## src/rtl/rv32i_control_decoder.sv

```systemverilog
// rv32i_control_decoder: registered decode of instruction-class flags into the ID/EX control bundle
module rv32i_control_decoder (
    input  logic       clk,
    input  logic       rst_n,
    input  logic       r_type,
    input  logic       i_type_lw,
    input  logic       i_type_addi,
    input  logic       i_type_jalr,
    input  logic       s_type,
    input  logic       sb_type,
    input  logic       u_type_auipc,
    input  logic       u_type_lui,
    input  logic       uj_type,
    output logic       write,
    output logic       store,
    output logic       load,
    output logic       branch,
    output logic [1:0] alu_operand_a_selector,
    output logic       alu_operand_b_selector,
    output logic [1:0] immediate_selector,
    output logic [1:0] next_pc_selector,
    output logic [2:0] alu_operations_selector
);
    logic [8:0]  flags;
    logic [13:0] bundle;

    assign flags = {r_type, i_type_lw, i_type_addi, i_type_jalr, s_type,
                    sb_type, u_type_auipc, u_type_lui, uj_type};

    // bundle = {write,store,load,branch,opa,opb,imm,npc,aluop}; anything not one-hot is a NOP
    always_comb begin
        case (flags)
            9'b100000000: bundle = 14'b1000_00_0_00_00_001;
            9'b010000000: bundle = 14'b1010_00_1_00_00_000;
            9'b001000000: bundle = 14'b1000_00_1_00_00_010;
            9'b000100000: bundle = 14'b1000_00_1_00_11_000;
            9'b000010000: bundle = 14'b0100_00_1_01_00_000;
            9'b000001000: bundle = 14'b0001_01_1_10_01_000;
            9'b000000100: bundle = 14'b1000_01_1_11_00_000;
            9'b000000010: bundle = 14'b1000_10_1_11_00_000;
            9'b000000001: bundle = 14'b1000_01_1_11_10_000;
            default:      bundle = 14'b0;
        endcase
    end

    // register the bundle into the ID/EX boundary; reset forces the NOP bundle immediately
    always_ff @(posedge clk or negedge rst_n) begin
        if (!rst_n)
            {write, store, load, branch, alu_operand_a_selector, alu_operand_b_selector,
             immediate_selector, next_pc_selector, alu_operations_selector} <= 14'b0;
        else
            {write, store, load, branch, alu_operand_a_selector, alu_operand_b_selector,
             immediate_selector, next_pc_selector, alu_operations_selector} <= bundle;
    end
endmodule

```

## config.mk

```make
export PLATFORM = sky130hd
export DESIGN_NAME = rv32i_control_decoder
export DESIGN_NICKNAME = d
export VERILOG_FILES = /design/src/rtl/rv32i_control_decoder.sv
export SDC_FILE = /design/constraint.sdc
export NUM_CORES = 1
export LEC_CHECK = 0
export CAP_MARGIN = 10
export CORE_UTILIZATION = 40
export CTS_BUF_LIST = sky130_fd_sc_hd__clkbuf_8
export DETAILED_ROUTE_END_ITERATION = 10
export PLACE_DENSITY = 0.74
export SYNTH_ARGS = -nofsm -noshare
export SYNTH_HDL_FRONTEND = slang
export SYNTH_SLANG_ARGS = --single-unit
```

## constraint.sdc

```tcl
create_clock -name clk -period 1.5 [get_ports clk]
set_clock_uncertainty 0.15 [all_clocks]
set_input_delay 0.225 -clock clk [delete_from_list [all_inputs] [get_ports clk]]
set_output_delay 0.225 -clock clk [all_outputs]
set_load 0.02 [all_outputs]
```

==> summary.md <==
| Metric | Value |
|---|---|
| Io pins | `25` |
| WP data required | `1.50 ns` |
| Final hold slack | `0.1397 ns` |
| Die Width | `44.49 um` |
| Status | `complete, no violations` |
| Pin count of the biggest net entering global routing | `14` |
| Sequential share of the synthesized area | `45.06%` |
| Hold Path Class | `in -> async` |
| Layout cells sized above 1 | `34.58%` |
| Antenna-violating nets left | `0` |
| Post-Place Setup Slack | `-0.3865 ns` |
| Part of the cycle the worst path needs | `94.57%` |
| Post-synthesis register bit count | `13` |
| Cell at the slowest stage of the critical path | `clkdlybuf4s50_1` |
| Final hold vios | `0` |
| Worst path arrival time | `1.42 ns` |
| Peak VDD IR | `0.3263 mV` |
| Area Overhead vs Synth | `57.37%` |
| Commonest non-fill, non-tap cells in the layout | `buf_4 (17), dlygate4sd2_1 (16), dfrtp_1 (13), o21ai_0 (6), nor2_1 (5)` |
| Clock buffer count from CTS | `3` |
| Placer Congestion | `0.8893` |
| Most common cell after layout, fill and taps aside | `buf_4` |
| Post-Syn Area | `721.9 um2` |
| # rows | `14` |
| Startpoint types | `input port` |
| Final wirelength | `1.632 mm` |
| Clock slew at reported path FFs | `0.05 ns` |
| Initial antenna violation count | `0` |
| Distinct cells, synth | `32` |
| Syn Inst Count | `71` |
| Final Slew Violations | `0` |
| Clk buf depth | `2` |
| Nets | `119` |
| Final Non-Filler Cells | `131` |
| First-pass GRT wire length | `2.732 mm` |
| Leakage power | `0.5679 nW` |
| Worst-path fanout max | `5` |
| Final critical-path required period | `1.418 ns` |
| Starting Density | `45.29%` |
| Max-Cap Viols | `0` |
| Pre-antenna DRT Iters | `4` |
| Setup WS post-layout | `0.08151 ns` |
| Worst setup EP type | `register` |
| Core footprint | `1594 um2` |
| Final setup viols | `0` |
| Power per cell area | `697.7 nW/um2` |
| Postcts setup bufs | `0` |
| Critical Setup Path Class | `in -> reg` |
| Initial DRC count | `6` |
| Final Util | `71.27%` |
| Vias per cell | `4.939` |
| Die Y | `44.49 um` |
| Sink Count | `13` |
| Post-DP HPWL | `1.241 mm` |
| PortBufs | `23` |
| Syn_nets | `82` |
| Residual DRC count | `0` |
| Inst Count DP | `127` |
| CP max stage delay | `0.47 ns` |
| Root Buffer | `clkbuf_8` |
| Antenna diodes | `0` |
| Max Clk Rate | `0.7050 GHz` |
| Vias after detailed routing | `647` |
| Vias in the first global route | `629` |
| Crit path cell chain | `clkdlybuf4s50_1 > buf_4 > nor3_2 > nand3_2 > nor3b_2` |
| Total GRT Usage | `19.51%` |
| Die area | `1979 um2` |
| CTS tree | `yes` |
| H-tree depth | `1` |
| Average cell area after synthesis | `10.17 um2` |
| Ys Warns | `0` |
| Average wire per standard cell | `12.46 um` |
| Global route overflow | `0` |
[critical path, delay by kind of cell]
family | cells | cell delay [ns]
buffers and inverters | 2 | 0.67
AND/OR/NAND/NOR | 3 | 0.53
[registers in the layout, indices dropped and copies added (netlist names)]
register	flops
immediate_selector	2
store	1
branch	1
alu_operations_selector	2
next_pc_selector	2
write	1
alu_operand_a_selector	2
alu_operand_b_selector	1
load	1
[cell type report]
class | instances | area [um2]
timing repair buffer | 40 | 335.3
clock inverter | 1 | 3.754
tap | 24 | 30.03
inverter | 2 | 7.507
multi-input combinational | 48 | 392.9
fill | 127 | 457.9
clock buffer | 3 | 41.29
sequential | 13 | 325.3
[synthesized netlist by cell type (all sizes together)]
cell type	n	area share (%)
a2111oi	1	3.8
a211oi	1	1.0
a21oi	1	0.69
and3	1	1.0
buf	7	6.8
clkbuf	1	0.52
conb	1	0.52
dfrtp	13	45
inv	2	1.0
nand2	4	2.4
nand3	2	1.4
nand4b	1	1.2
nor2	5	2.6
nor2b	3	2.6
nor3	2	2.1
nor3b	2	2.1
nor4	4	5.5
nor4b	2	2.4
o211ai	1	1.0
o21ai	6	4.2
o21bai	1	1.0
o31ai	1	1.0
or2	2	1.7
or4	2	2.1
xnor2	2	2.4
xor2	3	3.6
[cell families (layout without fill, tap and decap cells)]
group                     count (synthesis)  in the layout  synth area share [%]
AOI/OAI and AO/OA                        12             12                 12.83
and+or+nand+nor                          30             30                 27.21
buffers and inverters                    10             46                 8.318
other                                     1              1                0.5194
DFF                                      13             13                 45.06
xor gates and xnor gates                  5              5                 6.067
[what timing repair did]
| action | CTS | global route |
|---|---|---|
| hold buffers | 0 | 0 |
| resized for setup | 25 | 11 |
| pin swaps | 1 | 3 |
| gates cloned | 0 | 0 |
| setup endpoints to repair | 23 | 8 |
[power by group]
group / internal (W) / switching [W]
Sequential: 0.000353 / 0.000000312
Clock: 0.000180 / 0.000111
Combinational: 0.0000678 / 0.0000813
[layer usage]
metal	global-route usage [%]	up-vias	part of all wire, %
met2	34.41	19	51
met1	22.59	306	45
li1	-	318	-
met3	2.449	4	2.3
met5	0	-	0
met4	10.91	0	2.2
[through the flow]
| step | TNS, ns | power, W | instance area, um2 |
|---|---|---|---|
| after floorplan | 0 | 0.0004337 | 721.9 |
| after global placement | -3.213 | 0.0004993 | 1057 |
| after global routing | -0.05009 | 0.0008287 | 1136 |
| final | 0 | 0.0007927 | 1136 |
| after detailed placement | -3.737 | 0.0005027 | 1057 |
| after CTS | 0 | 0.0007929 | 1115 |
[worst paths after layout]
check                      slack [ns]    start                    endpoint
setup / recovery                 0.08  sb_type  alu_operations_selector[1]
hold / removal                   0.14    rst_n       immediate_selector[0]
max in group asynchronous        0.90    rst_n                       write
min in group clk                 0.23   r_type  alu_operations_selector[0]
(Power assumes the default switching activity.)
